File: config.mk
export PLATFORM = sky130hd
export DESIGN_NAME = reactor_temp_sensor
export DESIGN_NICKNAME = d
export VERILOG_FILES = /design/src/rtl/reactor_temp_sensor.sv
export SDC_FILE = /design/constraint.sdc
export NUM_CORES = 1
export LEC_CHECK = 0
export CAP_MARGIN = 20
export CORE_MARGIN = 3
export CORE_UTILIZATION = 55
export CTS_BUF_LIST = sky130_fd_sc_hd__clkbuf_2
export CTS_CLUSTER_SIZE = 10
export DETAILED_ROUTE_END_ITERATION = 10
export PLACE_DENSITY = 0.91
export SKIP_CTS_REPAIR_TIMING = 1
export SLEW_MARGIN = 30
export SYNTH_ARGS = -nofsm -noshare
export SYNTH_HDL_FRONTEND = slang
export SYNTH_SLANG_ARGS = --single-unit
export TNS_END_PERCENT = 30
File: constraint.sdc
create_clock -name CLOCK -period 5.15 [get_ports CLOCK]
set_input_delay 1.03 -clock CLOCK [delete_from_list [all_inputs] [get_ports CLOCK]]
set_output_delay 1.03 -clock CLOCK [all_outputs]
set_load 0.01 [all_outputs]
File: src/rtl/reactor_temp_sensor.sv
// reactor_temp_sensor: overheat request front end for the reactor safety FSM.
// Classifies each accepted temperature code, applies hysteresis thresholds and
// consecutive-sample debouncing, and forces S high on a sensor fault.
// Optional build macro: REACTOR_SENSOR_WATCHDOG_EN adds a missing-sample
// watchdog that enters FAULT after TIMEOUT clocks without a valid sample.
module reactor_temp_sensor #(
  parameter int WIDTH    = 10,
  parameter int T_HIGH   = 800,
  parameter int T_LOW    = 750,
  parameter int DEBOUNCE = 4,
  parameter int TIMEOUT  = 255
) (
  input  logic             CLOCK,
  input  logic             RESET_N,
  input  logic [WIDTH-1:0] TEMP,
  input  logic             TEMP_VALID,
  output logic             S,
  output logic             SENSOR_FAULT,
  output logic [WIDTH-1:0] TEMP_LAST
);

  localparam int CW = $clog2(DEBOUNCE + 1);
  localparam logic [CW-1:0]    DEB_C    = CW'(DEBOUNCE);
  localparam logic [WIDTH-1:0] ALL_ONES = {WIDTH{1'b1}};
  localparam logic [WIDTH-1:0] T_HIGH_C = WIDTH'(T_HIGH);
  localparam logic [WIDTH-1:0] T_LOW_C  = WIDTH'(T_LOW);

  typedef enum logic [2:0] {
    ST_NORMAL  = 3'd0,
    ST_RISING  = 3'd1,
    ST_HOT     = 3'd2,
    ST_FALLING = 3'd3,
    ST_FAULT   = 3'd4
  } state_t;

  state_t           state_q, state_d;
  logic [CW-1:0]    cnt_q, cnt_d;
  logic [CW-1:0]    cnt_inc;
  logic             s_q, s_d;
  logic             fault_q, fault_d;
  logic [WIDTH-1:0] last_q, last_d;
  logic             is_fault, is_hot, is_cool;
  logic             wd_expire;

  // Sample classification; an all-ones code is never treated as hot.
  always_comb begin
    is_fault = (TEMP == ALL_ONES);
    is_hot   = !is_fault && (TEMP >= T_HIGH_C);
    is_cool  = (TEMP < T_LOW_C);
    cnt_inc  = (cnt_q == DEB_C) ? cnt_q : cnt_q + 1'b1;
  end

`ifdef REACTOR_SENSOR_WATCHDOG_EN
  localparam int WW = $clog2(TIMEOUT + 1);
  localparam logic [WW-1:0] TO_C = WW'(TIMEOUT);
  logic [WW-1:0] wd_q, wd_d;

  // Watchdog next value: count idle clocks, saturate at TIMEOUT, clear on a sample.
  always_comb begin
    wd_d      = wd_q;
    wd_expire = 1'b0;
    if (TEMP_VALID) begin
      wd_d = '0;
    end else begin
      if (wd_q != TO_C) wd_d = wd_q + 1'b1;
      wd_expire = (wd_d == TO_C);
    end
  end

  // Watchdog counter register.
  always_ff @(posedge CLOCK or negedge RESET_N) begin
    if (!RESET_N) wd_q <= '0;
    else          wd_q <= wd_d;
  end
`else
  // TIMEOUT has no function without the watchdog.
  logic unused_timeout;
  assign unused_timeout = (TIMEOUT != 0);
  assign wd_expire      = 1'b0;
`endif

  // Next-state and registered-output logic for the debounce/hysteresis FSM.
  always_comb begin
    state_d = state_q;
    cnt_d   = cnt_q;
    last_d  = last_q;
    if (TEMP_VALID) begin
      last_d = TEMP;
      if (is_fault) begin
        state_d = ST_FAULT;
        cnt_d   = '0;
      end else begin
        unique case (state_q)
          ST_NORMAL: if (is_hot) begin
            if (DEBOUNCE == 1) begin
              state_d = ST_HOT;
              cnt_d   = '0;
            end else begin
              state_d = ST_RISING;
              cnt_d   = CW'(1);
            end
          end
          ST_RISING: if (is_hot) begin
            if (cnt_inc == DEB_C) begin
              state_d = ST_HOT;
              cnt_d   = '0;
            end else begin
              cnt_d = cnt_inc;
            end
          end else begin
            state_d = ST_NORMAL;
            cnt_d   = '0;
          end
          ST_HOT: if (is_cool) begin
            if (DEBOUNCE == 1) begin
              state_d = ST_NORMAL;
              cnt_d   = '0;
            end else begin
              state_d = ST_FALLING;
              cnt_d   = CW'(1);
            end
          end
          ST_FALLING: if (is_cool) begin
            if (cnt_inc == DEB_C) begin
              state_d = ST_NORMAL;
              cnt_d   = '0;
            end else begin
              cnt_d = cnt_inc;
            end
          end else begin
            state_d = ST_HOT;
            cnt_d   = '0;
          end
          ST_FAULT: begin
            // Leave a fault only into HOT, the conservative side.
            if (cnt_inc == DEB_C) begin
              state_d = ST_HOT;
              cnt_d   = '0;
            end else begin
              cnt_d = cnt_inc;
            end
          end
          default: begin
            state_d = ST_NORMAL;
            cnt_d   = '0;
          end
        endcase
      end
    end else if (wd_expire) begin
      state_d = ST_FAULT;
      cnt_d   = '0;
    end
    s_d     = (state_d == ST_HOT) || (state_d == ST_FALLING) || (state_d == ST_FAULT);
    fault_d = (state_d == ST_FAULT);
  end

  // State, counter and output registers.
  always_ff @(posedge CLOCK or negedge RESET_N) begin
    if (!RESET_N) begin
      state_q <= ST_NORMAL;
      cnt_q   <= '0;
      s_q     <= 1'b0;
      fault_q <= 1'b0;
      last_q  <= '0;
    end else begin
      state_q <= state_d;
      cnt_q   <= cnt_d;
      s_q     <= s_d;
      fault_q <= fault_d;
      last_q  <= last_d;
    end
  end

  assign S            = s_q;
  assign SENSOR_FAULT = fault_q;
  assign TEMP_LAST    = last_q;

endmodule

# After elaboration in Yosys (flattened, before gate mapping)
# Index checks and enable logic that the tools add are counted.
# totals
ff_bits	18
in_bits	13
out_inout_bits	12
wordCells	43
# classes
addsub	1
magnitude_cmp	2
n_eq_ne	12
muxes	17
n_reduce_logical	6
# op_table
cell	count
$mux 3	15
$pmux 3 s5	2
$eq 3x2->1 const B	4
$eq 3x3->1 const B	4
$eq 10x10->1 const B	1
$ge 10x10->1 const B	1
$lt 10x10->1 const B	1
$ne 3x3->1 const B	2
$add 3x1->3 const B	1
$eq 3x1->1 const B	1
$logic_not 3->1	1
$reduce_and 3->1	1
$logic_or 1x1->1	2
$logic_and 1x1->1	1
$logic_not 1->1	1

# Logic depth before layout (Yosys ltp)
# logic_depth
word_depth	11
depth_mapped	8
depth_no_buf	8

# Worst setup path after synthesis
# No wires, ideal clock.
# synth_path
kind	input-to-reg
from	in TEMP[9]
to	reg s_q (netlist: S)
setup_time_ps	125
arrival_ps	2333
t_required_ps	5025
slack_ps	2692
path_stages	6
n_path_buf	0
cell_sequence	nand4_1 > or3_4 > and3_4 > a32oi_2 > o31ai_2 > mux2_4
# synth_between
elab_chain_len	10
word_cells_on_any_way	17
classes_between	order compare (2); eq/ne (4); mux (7); reduce/logical (4)
# synth_rtl
element	line_no	source
start, declared	15	input logic [WIDTH-1:0] TEMP,
branches (longest 5 deep; another with $ge 10x10->1)	n/a	
$mux 3 *	89	if (is_fault) begin
$mux 3 *	87	if (TEMP_VALID) begin
named net state_d[1]	36	state_t state_q, state_d;
$eq 3x2->1	153	s_d = (state_d == ST_HOT) || (state_d == ST_FALLING) || (state_d == ST_FAULT);
$logic_or 1x1->1	153	
$logic_or 1x1->1 *	153	
named net s_d	39	logic s_q, s_d;
end signal, assigned	162	s_q <= 1'b0;
end signal, assigned	168	s_q <= s_d;
end, declared	39	
# Mark *: on every way through the listed nets, which the timed path passes.
# A chain may end at the register's enable or synchronous reset.

# Final worst setup path
# layout_path
from	in TEMP[9]
to	reg cnt_q[2]
# layout_between
elab_chain_len	6
word_cells_on_any_way	12
classes_between	order compare (2); eq/ne (3); mux (4); reduce/logical (3)
# layout_rtl
element	line_no	source
branches (longest 6 deep; another with $ge 10x10->1)	n/a	
end signal, assigned	167	cnt_q <= cnt_d;
end, declared	37	logic [CW-1:0] cnt_q, cnt_d;
# Parallel ways; which one is timed is not known.

==> results summary <==
The run finished with clean final reports. The global-route wire length before repair is 4188 µm. The worst IR drop on VDD is 182.1 µV.

The pin count of the biggest net entering global routing came out at 19. The total vias in the final route is 869. Static timing analysis puts the maximum clock frequency at 355.3 MHz.

The number of nets still failing antenna checks after routing is 0. The area of combinational cells with multiple inputs came out at 580.6 µm². The number of pins exceeding their max-slew limit in the final report came out at 0.

The clock network latency to the later pin of the worst-skew pair is 0.29 ns. The sink count of the clock tree is 18. The final worst slack came out at 2.336 ns. The die outline area is 2521 µm².

The wire length per cell after detailed routing came out at 15.96 µm. Measured against its own limit, the worst slew margin works out to 48.72%. The arrival time at the worst endpoint came out at 3.00 ns. The cell repeated most along the worst path is a21oi_1. The min-delay analysis places its worst path in the category flip-flop to flip-flop. The final cell count without fillers came out at 146. The transition time at the pin with the least slew margin came out at 0.7668 ns.

The library cells used most frequently in the layout, excluding fill and tap cells, are clkdlybuf4s50_1, dfrtp_1, mux2_2, inv_1, nor2_1. In this run the tool buffered the top-level ports with 24 buffer cells. Yosys mapped a number of flops with a built-in enable equal to 0. Among all flip-flop cells after synthesis, the most frequent one is dfrtp_1. The combined flip-flop and latch cell area is 450.4 µm². The starting density of the core came out at 60.28%. Measured along the y axis, the die boundary spans 50.21 µm. The floorplan step defined a core boundary enclosing 1783 µm². The total count of hold-check failures in the final report came to 0. Walking the worst path, the cells encountered are clkdlybuf4s50_1 -> a21oi_1 -> a22o_1 -> a2111oi_2 -> a21oi_1 -> mux2_1.

The aggregate negative setup slack came out at 0 ns. The final setup violation count came out at 0. The setup slack on the worst flop-to-flop path is 2.83 ns.

The clock skew after layout came out at 0.01256 ns. The count of max-cap constraint violations came out at 0. Leaving out fill and tap cells, the most frequent cell in the layout is clkdlybuf4s50_1. The critical-path cell with the highest stage delay is a2111oi_2. The synthesized area per cell came out at 11.08 µm². The netlist area before placement is 1075 µm².

The number of buffers inserted during clock tree synthesis is 3. The iteration-0 DRC count of the detailed router came out at 35. The critical setup path kind is primary input to flip-flop. The final critical delay including setup and external delays is 2.814 ns. The post-placement cell area came out at 1321 µm². The clock input transition at the sequential cells of the worst setup and hold paths came out at 0.16 ns. The detailed-router iteration count before antenna repair came out at 4. The post-placement worst setup slack came out at 2.039 ns. The cell family contributing the most delay on the critical path is compound AO/OA/AOI/OAI gates. In the routed design, unresolved DRC markers number 0. The final design instance area without fill is 1340 µm². The total number of nets in the final design came out at 137. The TritonCTS clock tree is built. For this design the top-level I/O count stands at 25. The post-placement cell count is 142. The netlist uses 48 different library cells.

The depth of the CTS H-tree came out at 1. The congestion estimate from routability-driven global placement came to 0.8522. The vias per cell is 5.952. The layout overhead on the synthesized area came out at 24.68%.

The half-perimeter wire length after detailed placement came out at 1785 µm. The floorplan has 15 rows. Counting along the longest clock path gives a buffer depth of 2. The worst setup path is launched from a primary input. CTS placed an instance of clkbuf_2 at the clock tree root. Counting flops and latches in the post-synthesis netlist gives 18. The number of antenna violations at the first check in global routing is 0. Setup repair after global routing left no endpoint under its margin. The total wire length came out at 2330 µm. The aggregate global-route resource usage came out at 21.19%. The number of fill cells is 110. The sum of overflow across all layers after global routing came out at 0. The power per cell area came out at 225.8 nW/µm². The number of global-route vias before repair is 948. Synthesis produced 97 cells. The peak per-stage delay on the critical path came out at 0.55 ns.

The static leakage power is 0.5434 nW. Of all flip-flops after synthesis, the portion carrying an async set or reset was 100.0%. The post-synthesis net count is 112. The critical path data required time came out at 5.34 ns. The chip width is 50.21 µm. The final cycle utilization of the critical path came out at 54.65%. Sequential cells were found to cover 41.91% of the synthesized design area. The number of antenna diodes in the final layout is 0. STA classifies the critical path endpoint as a flip-flop. The number of buffer and inverter stages on the critical path is 1.

The highest net fanout along the worst path came out at 5. During synthesis, Yosys emitted a total of 0 warnings. The fraction of layout instances using a drive strength above 1 is 19.83%.
layer usage:
metal  global-route usage (%)  share of wire, %
met5                        0                 0
met4                    5.530              0.43
met3                    3.561               5.9
met2                    37.83                50
met1                    26.15                43
path summary, 6_finish.rpt:
kind / start / to / cells past startpoint
setup reg to reg: cnt_q[0]$_DFFE_PN0P_ / S$_DFF_PN0_ / 8
min in group asynchronous: RESET_N / state_q[1]$_DFF_PN0_ / 1
hold / removal: TEMP_LAST[6]$_DFFE_PN0P_ / TEMP_LAST[6]$_DFFE_PN0P_ / 1
setup / recovery: TEMP[9] / cnt_q[2]$_DFFE_PN0P_ / 6
max in group asynchronous: RESET_N / cnt_q[1]$_DFFE_PN0P_ / 1
hold reg to reg: TEMP_LAST[6]$_DFFE_PN0P_ / TEMP_LAST[6]$_DFFE_PN0P_ / 1
layout make-up:
class | count | area share [%]
multi-input cells | 70 | 43.32
flip-flops and latches | 18 | 33.61
repair buffers | 24 | 17.93
well taps | 25 | 2.334
inverters | 5 | 1.401
clock buffers | 3 | 1.120
clock inverters | 1 | 0.2801
Yosys cell counts (2+ instances only):
master / count / area, µm²
ha_1: 2 / 25.02
nand3_2: 2 / 20.02
o21ai_0: 3 / 15.01
nand4bb_1: 2 / 22.52
and2b_1: 2 / 15.01
mux2_2: 10 / 112.6
inv_1: 5 / 18.77
a211oi_1: 2 / 15.01
a21oi_1: 3 / 15.01
nand4_1: 2 / 12.51
dfrtp_1: 18 / 450.4
and2_1: 2 / 12.51
nand2_1: 2 / 7.510
nor2_1: 5 / 18.77
nand3_1: 2 / 10.01
nor3_1: 3 / 15.01
kinds of logic after synthesis:
group / Yosys count / share of synthesized area [%]
xor+xnor: 1 / 0.8150
compound gates: 24 / 18.04
simple gates: 30 / 18.98
mux: 13 / 13.85
buf+inv: 9 / 4.073
fa+ha+maj: 2 / 2.328
flops: 18 / 41.91
sequential cells by signal, summed over array words and instances (netlist names):
signal	count
SENSOR_FAULT	1
state_q	3
TEMP_LAST	10
S	1
cnt_q	3
per-stage QoR:
stage	hold WS [ns]	utilization, %	power, mW
finish	0.5317	75.16	0.3025
global route	0.5578	75.16	0.3182
CTS	0.5380	75.16	0.3050
detailed placement	0.4953	74.11	0.2456
global placement	0.4894	74.11	0.2420
floorplan	0.5435	-	0.2051
where the power goes:
group          switching, mW  total [mW]  internal, mW  leakage (nW)
registers            0.00948       0.162         0.153         0.225
logic                 0.0373      0.0813        0.0440         0.304
clock network         0.0423      0.0592        0.0169        0.0140
No activity file was read; power rests on OpenSTA's default activity.
==> patch 1 (same flow settings) <==
`WIDTH`: 10 -> 20.
--- a/src/rtl/reactor_temp_sensor.sv
+++ b/src/rtl/reactor_temp_sensor.sv
@@ -5,5 +5,5 @@
 // watchdog that enters FAULT after TIMEOUT clocks without a valid sample.
 module reactor_temp_sensor #(
-  parameter int WIDTH    = 10,
+  parameter int WIDTH    = 20,
   parameter int T_HIGH   = 800,
   parameter int T_LOW    = 750,
Ports: changed (resized TEMP and TEMP_LAST); port bits go from 25 to 45. No check against the original RTL was run, so the function may have changed too.
==> patch 1 against the unedited design <==
- non-clock buffer count is 22 higher
- setup slack better by 0.13 ns
- area after synthesis is 29% higher
- sequential cell count is 10 higher
- global-route usage is 1.2 points higher
- design area is 40% higher
- power is 91% higher
- routed wire length is 44% higher
- synthesized cell count is 21% higher
- via count is 30% higher
==> patch 1: results <==
[layout]
seq_cell_count = 28
seq_share_pct = 37.4
area_share_nonclk_buffers_pct = 24.3
buffers = 46
final_layout_size_suffix_gt1_share_pct = 18.5
clk_share_pct = 0.801
diodes = 0
largest_reg_flops = 20
inv_count = 4
num-fill-cells = 145
finalNetCount = 189
multi_input_area_share_pct = 34.9
num-multi-input-gates = 81

[power_and_ir_drop]
vdd_drop_max_mv = 0.219
internal-power_mw = 0.378
p_seq_share_pct = 49.3
cellLeakagePower_nw = 0.773
p_total_mw = 0.577
combPwrFrac_pct = 37.1

[synthesis]
postSynthAreaPerCell_sq_um = 11.9
synth_mux_area_share_pct = 17.7
synth.distinct_cells = 36
syn-num-nets = 142
synthTopCellsByArea = "dfrtp_1, mux2_2, a311oi_4"
synthAdderAreaFrac_pct = 1.80
synth.cells.most_frequent = "dfrtp_1, mux2_2, nand2_1"
yosysSeqAreaShare_pct = 50.5
synth_compound_area_share_pct = 14.5
synth-xor-area-share_pct = 0.631

[route]
drt-met1-wl_mm = 1.40
wl_met2_mm = 1.71
wl_met3_microns = 227
drt_iter0_markers = 86
wl_per_cell_microns = 17.7
drt-total-wl_mm = 3.36

[global_routing]
grt_max_degree = 29
grtUsageMet3_pct = 4.87
first_global_vias = 1203
grt_util_met2_pct = 38.9
grt_pass1_wl_mm = 5.64
met1_usage_pct = 28.6
grtUsageTotal_pct = 22.4

[worst_setup_path]
max_stage_delay_ns = 0.52
critPathSlowestCell = "nor4_1"
path_delay_family = "simple AND/OR/NAND/NOR gates"
cp.arrival_ns = 2.99

[clock_network]
clkTransAtPathRegs_ns = 0.25
h-tree-depth = 1
clock_latency_ns = 0.36

[timing]
slew_headroom_pct = 63.3
clock_skew_ns = 0.00831

[placement]
gp_congestion = 0.906
hpwl_mm = 2.61
placed_area_sq_mm = 0.00186
numPortBuffers = 44

[die]
taps = 28

[outcome]
status = "complete, no violations"
==> patch 1: stage by stage <==
step           hold slack (ns)  setup slack, ns  util, %
6_report                 0.538             2.46     81.6
5_1_grt                  0.568             2.29     81.6
4_1_cts                  0.545             2.46     81.6
3_5_place_dp             0.496             2.06     81.0
3_3_place_gp             0.490             2.23     81.0
2_1_floorplan            0.491             2.85        -
==> patch 1: worst paths after layout <==
check | startpoint | to | slack, ns | depth (start not counted)
setup reg to reg | cnt_q[0] | S | 2.77 | 7
setup / recovery | TEMP[18] | S | 2.46 | 7
hold reg to reg | TEMP_LAST[17] | TEMP_LAST[17] | 0.54 | 1
hold / removal | TEMP_LAST[17] | TEMP_LAST[17] | 0.54 | 1
min in group asynchronous | RESET_N | state_q[1] | 1.01 | 2
max in group asynchronous | RESET_N | TEMP_LAST[19] | 3.88 | 2
==> patch 2 (same settings) <==
Made on the original files. Encoding of `state_t`: now Gray code (3 bits for 5 states).
--- a/src/rtl/reactor_temp_sensor.sv
+++ b/src/rtl/reactor_temp_sensor.sv
@@ -27,9 +27,9 @@
 
   typedef enum logic [2:0] {
-    ST_NORMAL  = 3'd0,
-    ST_RISING  = 3'd1,
-    ST_HOT     = 3'd2,
-    ST_FALLING = 3'd3,
-    ST_FAULT   = 3'd4
+    ST_NORMAL  = 3'b000,
+    ST_RISING  = 3'b001,
+    ST_HOT     = 3'b011,
+    ST_FALLING = 3'b010,
+    ST_FAULT   = 3'b110
   } state_t;
 
Check against the original RTL: same outputs for any inputs over 10 cycles, from zero or initial values and one cycle with RESET_N low; not proved beyond that.
==> patch 2 against the unedited design <==
- combinational power up 81%
- sequential cell count unchanged
- highest routed layer unchanged
- register-to-register slack better by 0.11 ns
- power up 27%
- setup slack better by 0.077 ns
- maximum frequency up 2.8%
- area after synthesis down 0.70%
- hold slack worse by 0.0078 ns
- routed wire length down 1.1%
- global-route usage down 0.74 points
- design area up 0.37%
- largest power group unchanged
==> patch 2: results <==
[placement]
pre_cts_ws_ns = 2.10
gp_congestion = 0.905
place_inst = 143
hpwl_mm = 1.80

[power_and_ir_drop]
vdd_drop_max_mv = 0.196
cellLeakagePower_nw = 0.531
power_frac_clock_pct = 14.9
internal-power_mw = 0.250

[route]
wl_met3_microns = 115
viasPerCell = 5.90
wl_met2_mm = 1.21
first_pass_iters = 4
drt-met1-wl_microns = 946
drt-total-wl_mm = 2.31
drt_iter0_markers = 16

[layout]
final_layout_size_suffix_gt1_share_pct = 21.3
final_area_sq_mm = 0.00135
num-fill-cells = 134
finalNonFillerCells = 147

[global_routing]
grtUsageMet3_pct = 7.55
grt_util_met2_pct = 34.6
grtUsageTotal_pct = 20.5
grt_pass1_wl_mm = 3.89
met1_usage_pct = 23.7
first_global_vias = 864

[synthesis]
synthTopCellsByArea = "dfrtp_1, mux2_2, nand3_1"
yosysSeqAreaShare_pct = 42.2
synth.distinct_cells = 43
postSynthAreaPerCell_sq_um = 11.0
ys_warn_count = 0
synth.cells.most_frequent = "dfrtp_1, mux2_2, nand3_1"

[outcome]
status = "complete, no violations"

[worst_setup_path]
cp.arrival_ns = 2.93
startpoint = "TEMP[7]"
ff2ff_path_depth = 7
regToRegSetupSlack_ns = 2.94
path_max_fanout = 4

[timing]
clock_skew_ns = 0.00185

[clock_network]
cts_buffers = 3
cts-root-buf = "clkbuf_2"
clock_latency_ns = 0.29
patch 2: cell count changes after synthesis, sizes merged, moves of 3 or more:
cell and delta:
nand2b +4, nor2 -3, o21ai -3, o221ai +3
patch 2: cell type report:
cell class | count | area share (%)
flip-flops and latches | 18 | 33.5
clock buffers | 3 | 1.12
multi-input cells | 71 | 43.5
repair buffers | 24 | 17.9
well taps | 25 | 2.33
inverters | 5 | 1.40
clock inverters | 1 | 0.279
patch 2: power by group through the flow:
| stage | clock, mW | sequential [mW] | combinational, mW |
|---|---|---|---|
| finish | 0.0570 | 0.180 | 0.147 |
| global route | 0.0679 | 0.183 | 0.160 |
| CTS | 0.0607 | 0.179 | 0.148 |
| detailed placement | 0 | 0.181 | 0.147 |
| global placement | 0 | 0.180 | 0.141 |
| floorplan | 0 | 0.182 | 0.0907 |
patch 2: worst max-delay path: stages:
cell,delay (ns)
clkdlybuf4s50_1,0.45
o311a_1,0.41
or3_1,0.33
a21oi_2,0.24
a21bo_4,0.18
mux2_4,0.29
patch 2: cells by family (layout without fill, tap and decap cells):
logic type	Yosys count	after routing	share of synthesized area, %
AOI/OAI and AO/OA	23	23	20.6
xor gates and xnor gates	1	1	0.821
adders and majority gates	2	2	2.34
buffers and inverters	8	33	2.93
DFF	18	18	42.2
muxes	12	12	12.9
and+or+nand+nor	33	33	18.2
patch 2: worst min-delay path by stage:
stage	slack [ns]	cells past startpoint	from	to
after floorplan	0.50	1	cnt_q[1]	cnt_q[1]
after global placement	0.49	1	TEMP_LAST[5]	TEMP_LAST[5]
after detailed placement	0.50	1	TEMP_LAST[4]	TEMP_LAST[4]
after CTS	0.53	1	TEMP_LAST[4]	TEMP_LAST[4]
after global routing	0.55	1	TEMP_LAST[4]	TEMP_LAST[4]
final	0.52	1	TEMP_LAST[4]	TEMP_LAST[4]
